==> src/rtl/acq_readout_scheduler.sv <==
// -----------------------------------------------------------------------------
// acq_readout_scheduler
//
// Purpose:
//   Takes one acquisition event word from the Acquisition Event FIFO and then
//   reads out every channel FPGA that was enabled when the event was taken.
//   Channels are served in ascending index order, one at a time. Each channel
//   request ends on that channel's acknowledge or on a per-channel timeout.
//   When every enabled channel has been handled, readout_done pulses for one
//   cycle.
//
// Parameters:
//   TIMEOUT_CYCLES  per-channel readout timeout in clk cycles (2 .. 2^24-1)
//
// Ports:
//   clk            in   1   40 MHz TTC clock
//   reset          in   1   asynchronous, active-high reset
//   chan_en        in   5   channel enable mask, sampled when the event is popped
//   evt_valid      in   1   FIFO read side: an event word is available
//   evt_data       in  32   event word {5'd0, trig_type[2:0], trig_num[23:0]}
//   evt_ready      out  1   pop strobe (high in IDLE)
//   chan_rd_req    out  5   one-hot readout request, held until ack or timeout
//   chan_rd_ack    in   5   per-channel readout-complete pulse
//   readout_done   out  1   one-cycle pulse when the event readout finishes
//   cur_trig_type  out  3   trigger type of the current or last event
//   cur_trig_num   out 24   trigger number of the current or last event
//   timeout_err    out  5   sticky per-channel timeout flags
//   seq_err        out  1   sticky trigger-number discontinuity flag
//   state          out  3   FSM state (IDLE=0 LOAD=1 SELECT=2 WAIT=3 DONE=4)
//
// Handshake:
//   The event word moves from the FIFO in the cycle where evt_valid and
//   evt_ready are both high. evt_valid may rise or fall at any time.
//   evt_ready does not depend on evt_valid. No word transfers in a cycle
//   where either signal is low.
//
// Optional feature (compile-time macro ACQ_SEQ_CHECK_EN):
//   Defined   - every pop after the first one since reset compares trig_num
//               with the previous trig_num + 1 (mod 2^24). A mismatch sets
//               seq_err, which stays set until reset.
//   Undefined - seq_err is tied low and no comparison logic is built.
// -----------------------------------------------------------------------------
module acq_readout_scheduler #(
   parameter logic [23:0] TIMEOUT_CYCLES = 24'd4000000
) (
   input  logic        clk,
   input  logic        reset,
   input  logic [4:0]  chan_en,
   input  logic        evt_valid,
   input  logic [31:0] evt_data,
   output logic        evt_ready,
   output logic [4:0]  chan_rd_req,
   input  logic [4:0]  chan_rd_ack,
   output logic        readout_done,
   output logic [2:0]  cur_trig_type,
   output logic [23:0] cur_trig_num,
   output logic [4:0]  timeout_err,
   output logic        seq_err,
   output logic [2:0]  state
);

   typedef enum logic [2:0] {
      S_IDLE   = 3'd0,
      S_LOAD   = 3'd1,
      S_SELECT = 3'd2,
      S_WAIT   = 3'd3,
      S_DONE   = 3'd4
   } state_t;

   localparam logic [23:0] CNT_LAST = TIMEOUT_CYCLES - 24'd1;

   state_t      state_q, state_d;
   logic [4:0]  mask_q, mask_d;      // enable mask latched at pop
   logic [4:0]  pend_q, pend_d;      // channels still to be read out
   logic [23:0] cnt_q, cnt_d;        // WAIT cycle counter for the active channel
   logic [4:0]  req_q, req_d;        // one-hot request, also identifies the active channel
   logic [4:0]  terr_q, terr_d;
   logic [2:0]  type_q, type_d;
   logic [23:0] num_q, num_d;
   logic        done_q, done_d;
   logic        pop;
   logic [4:0]  lowest_pend;
   logic        sel_acked;
   logic        sel_timeout;

   // Bits 31:27 of the event word carry no information.
   logic unused_evt_bits;
   assign unused_evt_bits = ^evt_data[31:27];

   // Keeps only the lowest set bit of the pending set. This selects the
   // lowest-index pending channel as a one-hot value without a loop.
   assign lowest_pend = pend_q & (~pend_q + 5'd1);

   // Only the selected channel's ack counts. Acks on other channels are
   // masked out here, so they have no effect.
   assign sel_acked   = |(chan_rd_ack & req_q);
   assign sel_timeout = (cnt_q == CNT_LAST);

   // ---------------------------------------------------------------------------
   // Next-state and next-register logic
   // ---------------------------------------------------------------------------
   always_comb begin
      state_d = state_q;
      mask_d  = mask_q;
      pend_d  = pend_q;
      cnt_d   = cnt_q;
      req_d   = req_q;
      terr_d  = terr_q;
      type_d  = type_q;
      num_d   = num_q;
      done_d  = 1'b0;
      pop     = 1'b0;

      case (state_q)
         S_IDLE: begin
            if (evt_valid) begin
               pop     = 1'b1;
               type_d  = evt_data[26:24];
               num_d   = evt_data[23:0];
               mask_d  = chan_en;
               state_d = S_LOAD;
            end
         end

         S_LOAD: begin
            pend_d  = mask_q;
            state_d = S_SELECT;
         end

         S_SELECT: begin
            if (pend_q == 5'd0) begin
               // done_q is registered, so it is high during the DONE cycle.
               done_d  = 1'b1;
               state_d = S_DONE;
            end else begin
               req_d   = lowest_pend;
               cnt_d   = 24'd0;
               state_d = S_WAIT;
            end
         end

         S_WAIT: begin
            // The ack is tested before the timeout. If both happen in the
            // same cycle, the channel completes normally.
            if (sel_acked) begin
               pend_d  = pend_q & ~req_q;
               req_d   = 5'd0;
               state_d = S_SELECT;
            end else if (sel_timeout) begin
               terr_d  = terr_q | req_q;
               pend_d  = pend_q & ~req_q;
               req_d   = 5'd0;
               state_d = S_SELECT;
            end else begin
               cnt_d = cnt_q + 24'd1;
            end
         end

         S_DONE: begin
            state_d = S_IDLE;
         end

         default: begin
            state_d = S_IDLE;
         end
      endcase
   end

   // ---------------------------------------------------------------------------
   // State and datapath registers
   // ---------------------------------------------------------------------------
   always_ff @(posedge clk or posedge reset) begin
      if (reset) begin
         state_q <= S_IDLE;
         mask_q  <= 5'd0;
         pend_q  <= 5'd0;
         cnt_q   <= 24'd0;
         req_q   <= 5'd0;
         terr_q  <= 5'd0;
         type_q  <= 3'd0;
         num_q   <= 24'd0;
         done_q  <= 1'b0;
      end else begin
         state_q <= state_d;
         mask_q  <= mask_d;
         pend_q  <= pend_d;
         cnt_q   <= cnt_d;
         req_q   <= req_d;
         terr_q  <= terr_d;
         type_q  <= type_d;
         num_q   <= num_d;
         done_q  <= done_d;
      end
   end

   // ---------------------------------------------------------------------------
   // Trigger-number continuity check
   // ---------------------------------------------------------------------------
`ifdef ACQ_SEQ_CHECK_EN
   logic        seen_q;   // a previous trig_num has been captured
   logic [23:0] prev_q;
   logic        seq_q;

   always_ff @(posedge clk or posedge reset) begin
      if (reset) begin
         seen_q <= 1'b0;
         prev_q <= 24'd0;
         seq_q  <= 1'b0;
      end else if (pop) begin
         seen_q <= 1'b1;
         prev_q <= evt_data[23:0];
         // The 24-bit add wraps, so a step from 24'hFFFFFF to 0 counts as continuous.
         if (seen_q && (evt_data[23:0] != (prev_q + 24'd1))) begin
            seq_q <= 1'b1;
         end
      end
   end

   assign seq_err = seq_q;
`else
   logic unused_pop;
   assign unused_pop = pop;
   assign seq_err    = 1'b0;
`endif

   // ---------------------------------------------------------------------------
   // Outputs
   // ---------------------------------------------------------------------------
   assign state         = state_q;
   assign evt_ready     = (state_q == S_IDLE);
   assign chan_rd_req   = req_q;
   assign readout_done  = done_q;
   assign cur_trig_type = type_q;
   assign cur_trig_num  = num_q;
   assign timeout_err   = terr_q;

endmodule

==> config.mk <==
export PLATFORM = sky130hd
export DESIGN_NAME = acq_readout_scheduler
export DESIGN_NICKNAME = d
export VERILOG_FILES = /design/src/rtl/acq_readout_scheduler.sv
export SDC_FILE = /design/constraint.sdc
export NUM_CORES = 1
export LEC_CHECK = 0
export ABC_AREA = 1
export BUFFER_PORTS_ARGS = -buffer_cell sky130_fd_sc_hd__buf_2
export CAP_MARGIN = 0
export CORE_MARGIN = 4
export CORE_UTILIZATION = 40
export CTS_BUF_LIST = sky130_fd_sc_hd__clkbuf_4
export DETAILED_ROUTE_END_ITERATION = 10
export GPL_TIMING_DRIVEN = 0
export PLACE_DENSITY = 0.66
export REMOVE_ABC_BUFFERS = 1
export SYNTH_ARGS = -nofsm -noshare
export SYNTH_HDL_FRONTEND = slang
export SYNTH_SLANG_ARGS = --single-unit
==> constraint.sdc <==
create_clock -name clk -period 6.9 [get_ports clk]
set_input_delay 1.38 -clock clk [delete_from_list [all_inputs] [get_ports clk]]
set_output_delay 1.38 -clock clk [all_outputs]
set_load 0.03 [all_outputs]
==> key figures <==
Clocking
  – TritonCTS Buffers: 9
  – CTS Root Cell: clkbuf_4
  – H-tree levels: 3
  – Reg clk slew, reported paths: 0.12 ns
  – Post-cts sizing count: 0
  – Post-CTS Setup Inserts: 0
  – Worst skew pair latency: 0.42 ns
  – Longest Clk Path Bufs: 2
  – Clock sinks: 75
  – TritonCTS clock tree: built
  – Hold_buf cts: 0

Floorplanning
  – # rows: 35
  – Full die area: 0.01121 mm^2
  – Die Span X: 105.9 um
  – Die Ht: 105.9 um
  – Starting Density: 0.4127
  – IO Count: 88
  – Core ar.: 0.009284 mm^2

Synthesis
  – Leading area contributor after synthesis: dfrtp_1
  – Commonest register cell after synthesis: dfrtp_1
  – Synth Register Bits: 75
  – Post-synth EDFFs: 0
  – Mapped Cells: 436
  – Synth Area per Inst: 8.787 um^2
  – Ys async rst share: 1.000
  – Register area share after synthesis: 0.4899
  – Top-area cell type share of the netlist area: 0.4899
  – Synth top area cells: dfrtp_1 49%, nand2_1 12%, mux2_2 9.4%
  – Yosys warns: 0
  – Post-synthesis cell type count: 33
  – Synthesized area: 0.003831 mm^2

Worst setup path
  – Critical Path AT: 1.46 ns
  – CP Data Required Time: 5.52 ns
  – Crit path kind: register to primary output
  – CP Capture Type: primary output
  – CP bufs+invs: 2
  – Crit-path max FO: 7
  – Worst path max stage delay: 0.49 ns
  – Cells along the critical path: nor2_1 -> nand2_1 -> inv_1 -> buf_2
  – Startpoint types: register
  – CP top delay family: flip-flops
  – R2R Path Start: state[1]$_DFFE_PP0P_
  – Highest-delay cell along the critical path: dfrtp_1
  – CP Launch Point: state[2]$_DFFE_PP0P_

Timing
  – Final hold violations: 0
  – Unrepaired setup endpoints after global routing: no
  – Max-slew violations: 0
  – Final min period: 2.840 ns
  – Final setup vio count: 0
  – Final period util: 0.4115
  – Achievable Freq: 352.2 MHz
  – Slew @ Worst Pin: 1.250 ns
  – Post-Route Setup TNS: 0 ns
  – Worst slew margin: 0.1649
  – Final WS setup: 4.060 ns
  – Clock Skews: 0.01083 ns

Status
  – Status: finished, final reports clean

Global route
  – Vias in the first global route: 3071
  – GRT overflow: 0
  – Initial antenna violation count: 0
  – First-pass GRT wire length: 14270 um
  – Largest net degree at the start of global routing: 67
  – Tot GR Track Use: 0.1563

Placed design
  – Place WS: 3.879 ns
  – DP HPWL: 6137 um
  – IO Port Bufs: 81
  – Placer Congestion: 0.8317

Hold path
  – Hold Path Origin: timeout_err[0]$_DFFE_PP0P_
  – Hold Crit Class: register to register

Final layout
  – ANT cells: 0
  – Area Growth Syn to Fin: 16.98%
  – Commonest non-fill, non-tap cell in the layout: nand2_1
  – Layout Nets: 565
  – Final-layout fill cell count: 912
  – Most frequent cells in the layout: 126 x nand2_1, 81 x buf_2, 75 x dfrtp_1, 42 x inv_1, 39 x nand3_1
  – Layout cells sized above 1: 0.2939

Route
  – Top Layer Used: met4
  – Routed wire length: 8393 um
  – Met3 routed WL: 665 um
  – Total number of vias: 3145
  – Routed vias/inst: 4.816
  – Wirelength per Cell: 12.85 um
  – WL met1: 3752 um
  – # DRC: 0
  – ANT nets after route: 0
  – Met2 wire len: 3838 um
  – Pre-antenna DRT Iters: 4
  – Initial DRC count: 124

Pwr
  – Worst vdd ir: 0.3130 mV
  – Leak pwr: 2.207 nW
  – PwrDens: 397.6 mW/mm^2

Run
  – Number of max-cap violations: 0
per-stage QoR:
| step | hold slack, ns | cell area [um^2] | util | power, mW | instances |
|---|---|---|---|---|---|
| floorplan | 0.4799 | 3741 | - | 1.271 | 426 |
| global placement | 0.4469 | 4308 | 0.4640 | 1.498 | 636 |
| detailed placement | 0.4520 | 4338 | 0.4673 | 1.518 | 637 |
| CTS | 0.4837 | 4482 | 0.4827 | 1.800 | 653 |
| global route | 0.5163 | 4482 | 0.4827 | 1.905 | 653 |
| finish | 0.4780 | 4482 | 0.4827 | 1.782 | 653 |
final cells by class:
type | instances | area, um^2 | area share
multi-input cells | 305 | 1689 | 0.3769
flip-flops and latches | 75 | 1877 | 0.4188
clock buffers | 9 | 67.56 | 0.01508
inverters | 46 | 177.7 | 0.03964
clock inverters | 7 | 76.32 | 0.01703
well taps | 129 | 161.4 | 0.03601
repair buffers | 82 | 432.9 | 0.09659
power by group:
group	switching (mW)	internal, mW	total [mW]
Sequential	0.0940	0.576	0.670
Combinational	0.568	0.263	0.831
Clock	0.169	0.112	0.281
synth_stat cells (3+ instances only):
cell type / n
nand2_1: 126
dfrtp_1: 75
inv_1: 43
nand3_1: 39
nor2_1: 34
mux2_2: 32
o21ai_0: 16
o21ai_2: 9
nand4_1: 8
o31ai_1: 6
xor2_1: 6
buf_6: 4
nor3_1: 4
buf_4: 3
nand2_4: 3
nor4_1: 3
o21ai_1: 3
registers in the layout (all words and copies together) (netlist names):
name	count
cnt_q	24
cur_trig_num	24
chan_rd_req	5
mask_q	5
pend_q	5
timeout_err	5
cur_trig_type	3
state	3
readout_done	1
routing by layer:
layer  vias to the layer above  global-route usage
met4                         0             0.06383
met2                        81              0.2477
met5                         -                   0
met1                      1470              0.1952
met3                        11             0.05389
li1                       1583                   -
cells by family after synthesis:
family	share of synthesized area
flops	0.4899
other cells	0.0009788
mux	0.09406
buf+inv	0.06923
xor+xnor	0.01829
simple gates	0.2645
compound gates	0.05976
fa+ha+maj	0.003265
path summary, 6_finish.rpt:
path	cells after the start	endpoint	slack, ns
worst max-delay path	4	evt_ready	4.06
worst min-delay path	2	timeout_err[0]$_DFFE_PP0P_	0.48
worst max register to register	5	cur_trig_num[9]$_DFFE_PP0P_	4.68
worst min register to register	2	timeout_err[0]$_DFFE_PP0P_	0.48
max in group asynchronous	3	timeout_err[3]$_DFFE_PP0P_	5.53
min in group asynchronous	2	cur_trig_type[1]$_DFFE_PP0P_	0.83
tightest hold or removal path, cell delays in order, from the launching register on:
cell	delay [ns]
dfrtp_1	0.36
inv_1	0.04
nand2_1	0.05
(Power assumes the default switching activity.)
